[src/rtl/re_name_commit.sv]
// Commit-side renamer: maps physical destinations back to architectural writes and frees superseded registers.
// Latency: commit handshakes are combinational; the committed table updates one edge later; restore_valid_o follows flush_i by one cycle.
// Backpressure: commits stall while a flush is requested or a restore is pending; a restore is held until restore_ready_i.
package re_name_commit_pkg;
    typedef struct packed {
        logic [63:0] pc;
        logic [3:0]  op;
        logic [5:0]  rd;
    } scoreboard_entry_t;
endpackage

module re_name_commit
    import re_name_commit_pkg::*;
#(
    parameter int NR_COMMIT_PORTS = 2,
    parameter int NR_ARCH_REGS    = 32
) (
    input  logic                                   clk_i,
    input  logic                                   rst_ni,
    input  scoreboard_entry_t [NR_COMMIT_PORTS-1:0] commit_instr_i,
    input  logic [NR_COMMIT_PORTS-1:0]             commit_valid_i,
    output logic [NR_COMMIT_PORTS-1:0]             commit_ack_o,
    output logic [NR_COMMIT_PORTS-1:0][4:0]        arch_waddr_o,
    output logic [NR_COMMIT_PORTS-1:0]             arch_we_o,
    output logic [NR_COMMIT_PORTS-1:0]             free_valid_o,
    output logic [NR_COMMIT_PORTS-1:0][5:0]        free_preg_o,
    input  logic                                   flush_i,
    output logic                                   restore_valid_o,
    input  logic                                   restore_ready_i,
    output logic [NR_ARCH_REGS-1:0]                restore_table_o,
    output logic                                   mismatch_o
);

    typedef enum logic {IDLE, RESTORE} state_e;

    state_e                    state_q, state_d;
    logic [NR_ARCH_REGS-1:0]   table_q, table_d;
    logic                      mismatch_q, mismatch_d;
    logic [NR_COMMIT_PORTS-1:0] ack;
    logic                      unused_fields;

    always_comb begin
        unused_fields = 1'b0;
        for (int i = 0; i < NR_COMMIT_PORTS; i++) begin
            unused_fields = unused_fields ^ (^commit_instr_i[i].pc) ^ (^commit_instr_i[i].op);
        end
    end

    always_comb begin
        state_d = state_q;
        unique case (state_q)
            IDLE:    if (flush_i) state_d = RESTORE;
            RESTORE: if (restore_ready_i) state_d = IDLE;
            default: state_d = IDLE;
        endcase
    end

    // Ports are walked oldest first so each port's check sees the table as left by older ports.
    always_comb begin
        ack          = '0;
        arch_waddr_o = '0;
        arch_we_o    = '0;
        free_valid_o = '0;
        free_preg_o  = '0;
        table_d      = table_q;
        mismatch_d   = mismatch_q;
        for (int i = 0; i < NR_COMMIT_PORTS; i++) begin
            if (i == 0) begin
                ack[i] = commit_valid_i[i] & (state_q == IDLE) & ~flush_i;
            end else begin
                ack[i] = commit_valid_i[i] & ack[i-1];
            end
            if (ack[i]) begin
                arch_waddr_o[i] = commit_instr_i[i].rd[4:0];
                arch_we_o[i]    = (commit_instr_i[i].rd[4:0] != 5'd0);
                free_valid_o[i] = arch_we_o[i];
                free_preg_o[i]  = {~commit_instr_i[i].rd[5], commit_instr_i[i].rd[4:0]};
                if (arch_we_o[i] &&
                    (commit_instr_i[i].rd[5] != ~table_d[commit_instr_i[i].rd[4:0]])) begin
                    mismatch_d = 1'b1;
                end
                table_d[commit_instr_i[i].rd[4:0]] = ~table_d[commit_instr_i[i].rd[4:0]];
            end
        end
        table_d[0] = 1'b0;
    end

    always_ff @(posedge clk_i or negedge rst_ni) begin
        if (!rst_ni) begin
            state_q    <= IDLE;
            table_q    <= '0;
            mismatch_q <= 1'b0;
        end else begin
            state_q    <= state_d;
            table_q    <= table_d;
            mismatch_q <= mismatch_d;
        end
    end

    assign commit_ack_o    = ack;
    assign restore_valid_o = (state_q == RESTORE);
    assign restore_table_o = table_q;
    assign mismatch_o      = mismatch_q;

endmodule

[config.mk]
export PLATFORM = sky130hd
export DESIGN_NAME = re_name_commit
export DESIGN_NICKNAME = d
export VERILOG_FILES = /design/src/rtl/re_name_commit.sv
export SDC_FILE = /design/constraint.sdc
export NUM_CORES = 1
export LEC_CHECK = 0
export ABC_AREA = 1
export BUFFER_PORTS_ARGS = -buffer_cell sky130_fd_sc_hd__buf_2
export CAP_MARGIN = 20
export CORE_MARGIN = 4
export CORE_UTILIZATION = 30
export CTS_CLUSTER_SIZE = 30
export DETAILED_ROUTE_END_ITERATION = 10
export SETUP_SLACK_MARGIN = 0.02
export SYNTH_ARGS = -nofsm -noshare
export SYNTH_HDL_FRONTEND = slang
export SYNTH_SLANG_ARGS = --single-unit
[constraint.sdc]
create_clock -name clk_i -period 2.05 [get_ports clk_i]
set_input_delay 0.3075 -clock clk_i [delete_from_list [all_inputs] [get_ports clk_i]]
set_output_delay 0.3075 -clock clk_i [all_outputs]
set_load 0.01 [all_outputs]
Yosys cells after proc, flatten, opt, wreduce, memory -nomap -nowiden
Index checks and enable logic that the tools add are counted.

Flip-flop bits (word level): 33. Latch bits: 0. RAM bits: 0. Bits in read-only memories: 0. Bits of input ports: 154. Memories kept: 0.

Add/subtract/negate cells: 0. $mul: 0. Divide/modulo/power cells: 0. Magnitude comparators: 4. Eq/ne operators: 2. Shift-type cells: 0. Muxes and demuxes: 25. Bitwise gates (word level): 9. Reductions and logical operators: 6.

Operators by type and width (number): 32-bit bitwise mux (2); 32-bit 2-to-1 mux (2); 5-bit by 6-bit < comparator with 1-bit output (second input constant) (2); 1-bit 2-to-1 mux (12); 6-bit 2-to-1 mux (2); 1-bit binary-select mux with 5-bit select (2); 1-bit demux with 5-bit select (2); 5-bit by 1-bit >= comparator with 1-bit output (second input constant) (2); 5-bit 2-to-1 mux (2); 5-bit nonzero test (2); 1-bit NOT (6); 1-bit logical AND (4); 1-bit AND (3); 1-bit inequality test (2); 1-bit one-hot mux with 2 select lines (1).

Depth between registers and ports, before layout
Gate-level depths: netlist (run 1).

Depth after elaboration: 13. Depth in mapped cells: 23. Depth with buffers taken out: 20.

Worst setup path before layout (run 1)
OpenSTA, ideal clock, no wires.

Kind: register -> register. Start: register state_q (netlist: restore_valid_o). End: register table_q[27] (netlist: restore_table_o[27]). Arrival time: 2288 ps. Required time: 1923 ps. Path slack: -365 ps. Stages on the path, launching flop included: 17. Path buffers: 1. Clock period less this slack: 2415 ps. Path through: dfrtp_1 -> nor2_1 -> nand2_1 -> nor2_1 -> nand2_1 -> nor2_1 -> or2_2 -> nand2_1 -> nand2_1 -> nand2_1 -> o21ai_1 -> nand2_1 -> nor2_2 -> nand3_2 -> buf_6 -> nand2_2 -> o21ai_2.

Word-level cells in the longest chain between the ends: 9. Elaborated cells on any way between the ends: 10. Those cells by class: 5 x mux; 5 x bitwise.

Ends and longest elaborated chain: from (decl) (line 36) `state_e state_q, state_d;`; from (signal assigned) (line 94) `state_q <= state_d;`; 1-bit NOT (*); 1-bit AND (*) (2 in a row) (line 69) `ack[i] = commit_valid_i[i] & (state_q == IDLE) & ~flush_i;`; 32-bit 2-to-1 mux (line 73) `if (ack[i]) begin`; 1-bit binary-select mux with 5-bit select (line 82) `table_d[commit_instr_i[i].rd[4:0]] = ~table_d[commit_instr_i[i].rd[4:0]];`; 1-bit 2-to-1 mux (not written as such) (line 82); 1-bit NOT (line 82); 32-bit bitwise mux (line 82); 32-bit 2-to-1 mux (*) (line 73); net table_d[27] (line 37) `logic [NR_ARCH_REGS-1:0] table_q, table_d;`; to (signal assigned) (line 95) `table_q <= table_d;`; to (decl) (line 37).

The timed path passes the listed nets; every way through them passes the cells marked *. The select of a mux whose other input is x is not followed.

Final worst setup path (run 1)
Start: register table_q[13] (netlist: restore_table_o[13]). End: register table_q[23] (netlist: restore_table_o[23]).

Word-level cells in the longest chain between the ends: 10.

Ends and longest elaborated chain (line): 1-bit binary-select mux with 5-bit select (82); 1-bit 2-to-1 mux (not written as such) (82); 1-bit NOT (82); 32-bit bitwise mux (82); 32-bit 2-to-1 mux (*) (73); 1-bit binary-select mux with 5-bit select (82); 1-bit 2-to-1 mux (not written as such) (82); 1-bit NOT (82); 32-bit bitwise mux (82); 32-bit 2-to-1 mux (*) (73); net table_d[23] (37).

Marks and branches as above.

==> results of run 1 <==
## through the flow
step	setup WS (ns)	TNS, ns
6_report	-0.448	-13.87
4_1_cts	-0.401	-12.22
5_1_grt	-0.589	-18.43
3_3_place_gp	-0.588	-18.26
3_5_place_dp	-0.642	-20.04
2_1_floorplan	-0.194	-5.80
## cells in the final DEF (no fill, tap or decap), drive strengths merged
master | synthesis | routed
nand2 | 219 | 219
o21bai | 1 | 1
nand4 | 1 | 1
clkbuf | 0 | 9
nand3 | 11 | 11
inv | 31 | 31
buf | 23 | 195
nor2 | 87 | 87
clkinv | 2 | 3
xor2 | 1 | 1
dfrtp | 33 | 33
nor3 | 14 | 14
conb | 1 | 1
or2 | 19 | 19
o21ai | 49 | 49
a21oi | 4 | 4
## metal layers
metal	GRT usage (%)	vias up
met1	29.0	1785
met5	0	-
met2	31.0	179
met4	6.49	0
li1	-	1885
met3	2.51	19
## report_power, final
part           total [mW]  switching [mW]  internal, mW
Sequential          0.855          0.0814         0.774
Clock               0.574           0.270         0.304
Combinational        1.61           0.789         0.823
## sequential cells by signal, indices dropped and copies added, names as in the netlist
register,flops
mismatch_o,1
restore_valid_o,1
restore_table_o,31
## final timing paths
path	end	cells after the start	slack, ns	start
max	restore_table_o[23]	20	-0.45	restore_table_o[13]
min	restore_table_o[26]	1	0.10	rst_ni
max reg2reg	restore_table_o[23]	20	-0.45	restore_table_o[13]
min reg2reg	mismatch_o	3	0.56	mismatch_o
max in group asynchronous	restore_table_o[8]	1	1.43	rst_ni
min in group clk_i	restore_valid_o	2	0.18	restore_ready_i
## cell type report
class                      count  area [um^2]
clock buffer                   7         96.3
clock inverter                 1         5.00
fill                        1001         5010
inverter                      33          133
multi-input combinational    407         2160
sequential                    33          826
tap                          133          166
timing repair buffer         197         1420
## what timing repair did
| item | in CTS | in global routing |
|---|---|---|
| gates cloned | 2 | 2 |
| endpoints found under the setup margin | 45 | 44 |
| pin swaps | 9 | 26 |
| hold endpoints to repair | 0 | 0 |
| gates resized for setup | 24 | 56 |
| setup buffers | 5 | 10 |
## synthesized netlist by cell type
cell	count
buf_2	1
nand2_1	187
clkinv_1	2
nand3_1	10
nand3_2	1
nand2_2	32
nor2_1	85
or2_2	19
inv_4	1
nor2_2	2
nor3_1	14
nand4_1	1
buf_6	7
buf_4	15
o21ai_1	9
xor2_1	1
a21oi_1	4
o21ai_0	10
o21bai_1	1
inv_1	30
conb_1	1
o21ai_2	30
dfrtp_1	33
## cells by family after synthesis
kind of cell / count (synthesis)
simple gates: 351
flops: 33
other cells: 1
xor+xnor: 1
compound gates: 54
buf+inv: 56
## worst max-delay path: cells and delay by family, from the launching register on
family          cells  cell delay [ns]
flops               1             0.40
simple gates       15             1.36
buf+inv             2             0.37
compound gates      3             0.24
==> results.json, run 1 <==
{
  "status": "complete, but fails checks",
  "violations": "setup timing",
  "insertedDiodeCount": 0,
  "synth.avg_cell_area_um2": 6.12,
  "finalHoldViolations": 0,
  "tritoncts": "built",
  "ys_types": 23,
  "fin_util_pct": 49.0,
  "p_leak_nw": 2.62,
  "drv_slew": 0,
  "nNetsFinal": 831,
  "synthAdderAreaFrac_pct": 0,
  "synth_top_area_cell": "dfrtp_1",
  "routed-wl-met3_um": 1050,
  "wl_per_cell_um": 15.0,
  "yosys.area_share.simple_pct": 49.1,
  "ant_nets": 0,
  "cp-start-kind": "flop",
  "endpoint_kind": "flop",
  "topRoutingLayerUsed": "met4",
  "cp_max_fo": 8,
  "path_common_cell": "nand2_1",
  "synth-xor-area-share_pct": 0.289,
  "setup_viol": 32,
  "synth_mux_area_share_pct": 0,
  "clock.fmax_mhz": 400,
  "dp.cells": 784,
  "slew_headroom_pct": 46.1,
  "rsz0062_at_grt": "yes",
  "min_period_ns": 2.50,
  "synth_cells": 496,
  "drtPass1Iterations": 5,
  "arrival_ns": 2.67,
  "synth_area_leaders": "dfrtp_1 27%, nand2_1 23%, nor2_1 11%, o21ai_2 8.7%, nand2_2 6.6%",
  "synth_compound_area_share_pct": 12.7,
  "place.gp.congestion": 0.928,
  "critPathKind": "reg2reg",
  "hp-class": "in2async",
  "final_cells": 811,
  "cts_htree_levels": 2,
  "grt_pass1_vias": 3606,
  "critical_path.max_stage_delay_ns": 0.40,
  "ir_worst_vdd_v": 0.000238,
  "grt_usage_pct": 20.1,
  "hold_ws_ns": 0.104,
  "worst_slack_ns": -0.448,
  "crit_path_top_delay_cell": "dfrtp_1",
  "coreArea_mm2": 0.00982,
  "grt_overflow": 0,
  "clk_pin_slew_worst_paths_ns": 0.08,
  "worst_pin_slew_ns": 0.808,
  "drc": 0,
  "syn_area_mm2": 0.00304,
  "die_x_um": 109,
  "period_share_pct": 122,
  "cts_buffers": 5,
  "met1_length_um": 5470,
  "cts_max_path_buffers": 2,
  "cts.sinks": 33,
  "route.met2.wl_um": 5370,
  "worstPathRequired_ns": 2.22,
  "synth_top_family_by_area": "simple AND/OR/NAND/NOR gates",
  "dpl_cell_area_mm2": 0.00424,
  "io_buffers": 78,
  "drt_wl_total_um": 12100,
  "skew_ns": 0.0131,
  "drtIter0Drc": 239,
  "cts_root_buf": "clkbuf_8",
  "grt_max_degree": 34,
  "drive_gt1_share_pct": 51.0,
  "ios": 216,
  "ys_ff_latch": 33,
  "power_mw": 3.04,
  "antenna_found_initial": 0,
  "cts_hold_buf": 0,
  "clock_latency_ns": 0.30,
  "synth_fp_nets": 650,
  "fin_area_mm2": 0.00481,
  "yosys_warnings": 0,
  "yosysSeqAreaShare_pct": 27.2,
  "timing.max_cap.violations": 0,
  "power.density_mw_per_mm2": 632,
  "grt_pass1_wl_um": 18300,
  "detail_route.vias_per_cell": 4.77,
  "start_util_pct": 30.9,
  "row_count": 36,
  "dp_hpwl_um": 8760,
  "die_y_um": 109,
  "die_area_mm2": 0.0118,
  "area_growth_pct": 58.4,
  "vias": 3868,
  "crit_chain": "nand2_1 > o21ai_2 > nand2_1 > nand2_1 > nand2_2 > nand2_2 > nor2_4 > nand2_4 > buf_6 > nand2_1 > nand2_2 > nand2_1 > nand2_1 > o21ai_1 > nand2_1 > nor2_4 > nand3_4 > buf_12 > nand2_4 > o21ai_2",
  "synth_top_area_share_pct": 27.2
}
Note: power is estimated with default switching activity, not from simulation.
==> run 2, diff against run 1 <==
Settings changed: ABC_AREA 1 to 0.
==> run 2 against run 1 <==
Against the previous run: the run still ends with setup timing left; setup slack got worse by 0.57 ns; final area increased by 22%; via count increased by 16%; flip-flop and latch count unchanged; routed wire length increased by 40%; register-to-register slack got worse by 0.57 ns; clock power increased by 63%; critical endpoint is now mismatch_o.
==> results.json, run 2 <==
{
  "reg2reg_depth": 12,
  "fin_area_mm2": 0.00587,
  "grt_pass1_wl_um": 25600,
  "grt_max_degree": 34,
  "die_y_um": 115,
  "synth.most_common_cell": "nand2_1",
  "die_x_um": 115,
  "final_cell_mix": "180 x buf_4, 71 x buf_2, 33 x nand2_1, 33 x dfrtp_1",
  "yosys.area_share.simple_pct": 27.7,
  "cts_max_path_buffers": 2,
  "die_area_mm2": 0.0132,
  "dp_hpwl_um": 13100,
  "synth_top_family_by_area": "simple AND/OR/NAND/NOR gates",
  "arrival_ns": 3.27,
  "final_common_cell": "buf_4",
  "detail_route.vias_per_cell": 5.66,
  "drtIter0Drc": 348,
  "finalHoldViolations": 0,
  "ir_worst_vdd_v": 0.000342,
  "area_growth_pct": 71.3,
  "synth_fp_nets": 569,
  "crit_path_end": "mismatch_o",
  "nNetsFinal": 806,
  "dpl_cell_area_mm2": 0.00513,
  "yosysSeqAreaShare_pct": 24.1,
  "synth_top_area_share_pct": 24.1,
  "grt_overflow": 0,
  "slew_headroom_pct": 43.5,
  "yosys_warnings": 0,
  "cts_htree_levels": 2,
  "ys_types": 68,
  "violations": "setup timing",
  "grt_pass1_vias": 4479,
  "drv_slew": 0,
  "cts_root_buf": "clkbuf_16",
  "row_count": 38,
  "skew_ns": 0.00599,
  "vias": 4485,
  "start_util_pct": 31.1,
  "synthArstFlopShare_pct": 100,
  "switching_share_pct": 36.6,
  "r2r_start": "restore_valid_o",
  "worstPathRequired_ns": 2.25,
  "synth.avg_cell_area_um2": 8.26,
  "internal-power_mw": 2.27,
  "fin_util_pct": 53.2,
  "largest_reg_flops": 31,
  "clock.fmax_mhz": 326,
  "cp_max_fo": 13,
  "synth_compound_area_share_pct": 24.1,
  "insertedDiodeCount": 0,
  "p_clk_share_pct": 26.1,
  "drtPass1Iterations": 5,
  "p_seq_share_pct": 24.4,
  "rrSetupSlack_ns": -1.02,
  "status": "complete, but fails checks",
  "synth_enable_flop_cells": 0,
  "endpoint_kind": "flop",
  "drt_wl_total_um": 17000,
  "drc": 0,
  "cts.sinks": 33,
  "tritoncts": "built",
  "ys_ff_latch": 33,
  "synth_cells": 415,
  "min_period_ns": 3.07,
  "coreArea_mm2": 0.0110,
  "synthAdderAreaFrac_pct": 0,
  "rr_endpoint": "mismatch_o",
  "combPwrFrac_pct": 49.5,
  "critPathKind": "reg2reg",
  "drive_gt1_share_pct": 54.2,
  "io_buffers": 78,
  "antenna_found_initial": 0,
  "clk_pin_slew_worst_paths_ns": 0.06,
  "clock_latency_ns": 0.29,
  "cts_buffers": 5,
  "worst_pin_slew_ns": 0.848,
  "ant_nets": 0,
  "grt_usage_pct": 25.2,
  "post-place-ws_ns": -1.51,
  "switching_power_mw": 1.31,
  "synth_area_leaders": "dfrtp_1 24%, mux2i_1 10%, nand2_1 3.9%, nor2_1 3.8%, buf_6 3.6%",
  "cts_hold_buf": 0,
  "cp-start-kind": "flop",
  "syn_area_mm2": 0.00343,
  "wl_per_cell_um": 21.4,
  "p_leak_nw": 2.71,
  "power.density_mw_per_mm2": 610,
  "timing.max_cap.violations": 0,
  "place.gp.congestion": 1.03,
  "power_mw": 3.58,
  "fillers": 1040,
  "synth_mux_area_share_pct": 13.2,
  "rsz0062_at_grt": "yes",
  "period_share_pct": 150,
  "synthTopCellsByCount": "36 x nand2_1, 35 x mux2i_1, 35 x nor2_1",
  "setup_viol": 40,
  "ios": 216,
  "synth-xor-area-share_pct": 0.255,
  "tns_ns": -30.78,
  "hp-class": "in2async",
  "worst_slack_ns": -1.02,
  "synth_ff_type": "dfrtp_1",
  "synth_top_area_cell": "dfrtp_1",
  "cp-startpoint": "restore_valid_o"
}
## run 2: cell type report
cell class              instances  area, um^2  area share (%)
clock buffers                   7         143            2.43
repair buffers                279        2100            35.8
clock inverters                 1        30.0           0.511
inverters                      12        52.6           0.895
flip-flops and latches         33         826            14.1
multi-input cells             321        2540            43.3
well taps                     140         175            2.98
## run 2: timing repair
item	CTS	global route
gates resized for setup	44	32
buffers inserted	13	6
gates cloned	0	1
pin swaps	14	9
endpoints found under the setup margin	48	46
## run 2: worst min path at each step
| stage | endpoint | slack (ns) |
|---|---|---|
| 6_report | restore_table_o[17] | 0.12 |
| 3_3_place_gp | restore_table_o[9] | 0.45 |
| 3_5_place_dp | restore_table_o[17] | 0.47 |
| 2_1_floorplan | mismatch_o | 0.01 |
| 5_1_grt | restore_table_o[24] | 0.18 |
| 4_1_cts | restore_table_o[17] | 0.16 |
## run 2: power groups by stage
stage	clock, mW	sequential, mW	combinational, mW
floorplan	0	0.966	0.622
global placement	0	0.887	1.53
detailed placement	0	0.885	1.56
CTS	0.935	0.874	1.66
global route	0.963	0.888	1.88
finish	0.933	0.873	1.77
## run 2: cell families (layout without fill, tap and decap cells)
family | count (synthesis) | count (layout)
buffers and inverters | 61 | 299
muxes | 42 | 42
DFF | 33 | 33
xor gates and xnor gates | 1 | 1
other | 1 | 1
AOI/OAI and AO/OA | 102 | 102
and+or+nand+nor | 175 | 175
## run 2: layer usage
| metal | vias up | routed length, um | track usage (%) |
|---|---|---|---|
| met5 | - | 0 | 0 |
| met4 | 0 | 492 | 7.90 |
| met3 | 42 | 1410 | 4.26 |
| met2 | 251 | 7480 | 38.9 |
| met1 | 2164 | 7610 | 35.9 |
| li1 | 2028 | - | - |
## run 2: metrics by stage
| step | std cells | hold slack, ns |
|---|---|---|
| floorplan | 415 | 0.0119 |
| global placement | 765 | 0.447 |
| detailed placement | 766 | 0.467 |
| CTS | 786 | 0.156 |
| global route | 793 | 0.184 |
| finish | 793 | 0.117 |
## run 2: worst max-delay path, cell delays in order (launching register included)
cell	delay [ns]
dfrtp_1	0.40
or3b_4	0.41
buf_4	0.20
or3_1	0.42
and4_1	0.21
a211oi_1	0.39
nand4_1	0.19
nand2_2	0.12
buf_4	0.12
nor3_4	0.04
buf_6	0.13
buf_12	0.14
o211ai_1	0.20
==> run 3, diff against run 2 <==
Settings changed: SETUP_SLACK_MARGIN 0.02 to 0.15.
==> run 3 against run 2 <==
Against the previous run: the run still ends with setup timing left; flip-flop and latch count stayed put; clock power is 14% lower; first-iteration DRC count is 29% higher; cell count is 1.0% higher; via count is 3.3% higher; sequential power is 1% higher; highest routed layer unchanged.
==> results.json, run 3 (synthesis gave the netlist of run 2 again) <==
{
  "status": "complete, but fails checks",
  "violations": "setup timing",
  "p_leak_nw": 2.76,
  "die_x_um": 115,
  "place.gp.congestion": 1.03,
  "drv_slew": 0,
  "skew_ns": 0.00459,
  "area_growth_pct": 76.2,
  "hp-class": "in2async",
  "coreArea_mm2": 0.0110,
  "combPwrFrac_pct": 52.1,
  "switching_power_mw": 1.31,
  "switching_share_pct": 37.4,
  "nNetsFinal": 814,
  "worst_pin_slew_ns": 0.825,
  "p_clk_share_pct": 22.9,
  "post-place-ws_ns": -1.54,
  "tritoncts": "built",
  "dp.cells": 763,
  "critPathKind": "reg2reg",
  "io_buffers": 78,
  "vias": 4633,
  "endpoint_kind": "flop",
  "cts_max_path_buffers": 2,
  "cts_root_buf": "clkbuf_16",
  "tns_ns": -26.91,
  "arrival_ns": 3.09,
  "insertedDiodeCount": 0,
  "die_y_um": 115,
  "p_seq_share_pct": 25.1,
  "rrSetupSlack_ns": -0.84,
  "detail_route.vias_per_cell": 5.78,
  "cts_htree_levels": 2,
  "clock.fmax_mhz": 346,
  "route.met2.wl_um": 7310,
  "final_cell_mix": "182 x buf_4, 56 x buf_2, 42 x buf_6",
  "grt_usage_pct": 25.3,
  "worst_slack_ns": -0.844,
  "final_cells": 801,
  "worstPathRequired_ns": 2.25,
  "grt_overflow": 0,
  "finalHoldViolations": 0,
  "clk_pin_slew_worst_paths_ns": 0.06,
  "slew_headroom_pct": 45.0,
  "internal-power_mw": 2.20,
  "row_count": 38,
  "ir_worst_vdd_v": 0.000361,
  "grt_pass1_vias": 4533,
  "cp-start-kind": "flop",
  "ios": 216,
  "met1_length_um": 7480,
  "cts_hold_buf": 0,
  "drc": 0,
  "start_util_pct": 31.1,
  "clock_latency_ns": 0.28,
  "cp_max_fo": 6,
  "dp_hpwl_um": 12800,
  "wl_per_cell_um": 21.4,
  "timing.max_cap.violations": 0,
  "hold_ws_ns": 0.135,
  "die_area_mm2": 0.0132,
  "dpl_cell_area_mm2": 0.00510,
  "drive_gt1_share_pct": 55.8,
  "drtIter0Drc": 448,
  "largest_reg_flops": 31,
  "antenna_found_initial": 0,
  "drt_wl_total_um": 17100,
  "drtPass1Iterations": 7,
  "grt_max_degree": 34,
  "topRoutingLayerUsed": "met4",
  "routed-wl-met3_um": 1840,
  "period_share_pct": 141,
  "ant_nets": 0,
  "min_period_ns": 2.89,
  "fin_area_mm2": 0.00604,
  "rsz0062_at_grt": "yes",
  "setup_viol": 45,
  "grt_pass1_wl_um": 25900,
  "power.density_mw_per_mm2": 582,
  "cts_buffers": 5,
  "final_common_cell": "buf_4",
  "cts.sinks": 33
}
==> run 3: path summary, 6_finish.rpt <==
check | startpoint | endpoint | cells past startpoint
worst max-delay path | restore_valid_o | restore_table_o[2] | 12
worst min-delay path | rst_ni | restore_table_o[27] | 1
worst max register to register | restore_valid_o | restore_table_o[2] | 12
worst min register to register | mismatch_o | mismatch_o | 2
max in group asynchronous | rst_ni | restore_table_o[2] | 1
min in group clk_i | restore_ready_i | restore_valid_o | 2
==> run 3: repair_timing <==
action | in CTS | in global routing
buffers inserted | 20 | 9
setup endpoints to repair | 52 | 54
resized for setup | 72 | 35
pin swaps | 26 | 9
gates cloned | 1 | 0
==> run 3: cell type report <==
type | instances | area, um^2
clock buffer | 7 | 153
clock inverter | 1 | 5.00
fill | 1008 | 4990
inverter | 12 | 57.6
multi-input combinational | 322 | 2590
sequential | 33 | 826
tap | 140 | 175
timing repair buffer | 286 | 2230
==> run 3: power by group through the flow <==
stage / Clock [mW] / Sequential [mW] / Combinational (mW)
after global routing: 0.834 / 0.898 / 1.93
after floorplan: 0 / 0.966 / 0.625
final: 0.804 / 0.882 / 1.83
after CTS: 0.810 / 0.879 / 1.71
after detailed placement: 0 / 0.890 / 1.53
after global placement: 0 / 0.894 / 1.51
==> run 3: worst max-delay path, cell delays in order (launching register included) <==
cell      delay (ns)
dfrtp_1         0.40
or3b_4          0.44
buf_6           0.17
or3_4           0.41
and4_4          0.21
a211oi_2        0.25
nand4_1         0.21
nand2_2         0.16
buf_6           0.11
buf_6           0.09
nor3_4          0.04
buf_6           0.16
a31oi_1         0.15
==> run 3: per-layer routing <==
layer | vias to the layer above | track usage, %
li1 | 2051 | -
met1 | 2215 | 35.9
met2 | 317 | 37.7
met3 | 50 | 6.53
met4 | 0 | 7.75
met5 | - | 0
==> run 3: through the flow <==
stage | util (%) | total power, mW
global placement | 46.2 | 2.41
finish | 54.8 | 3.52
global route | 54.8 | 3.66
CTS | 52.4 | 3.40
floorplan | - | 1.59
detailed placement | 46.2 | 2.42
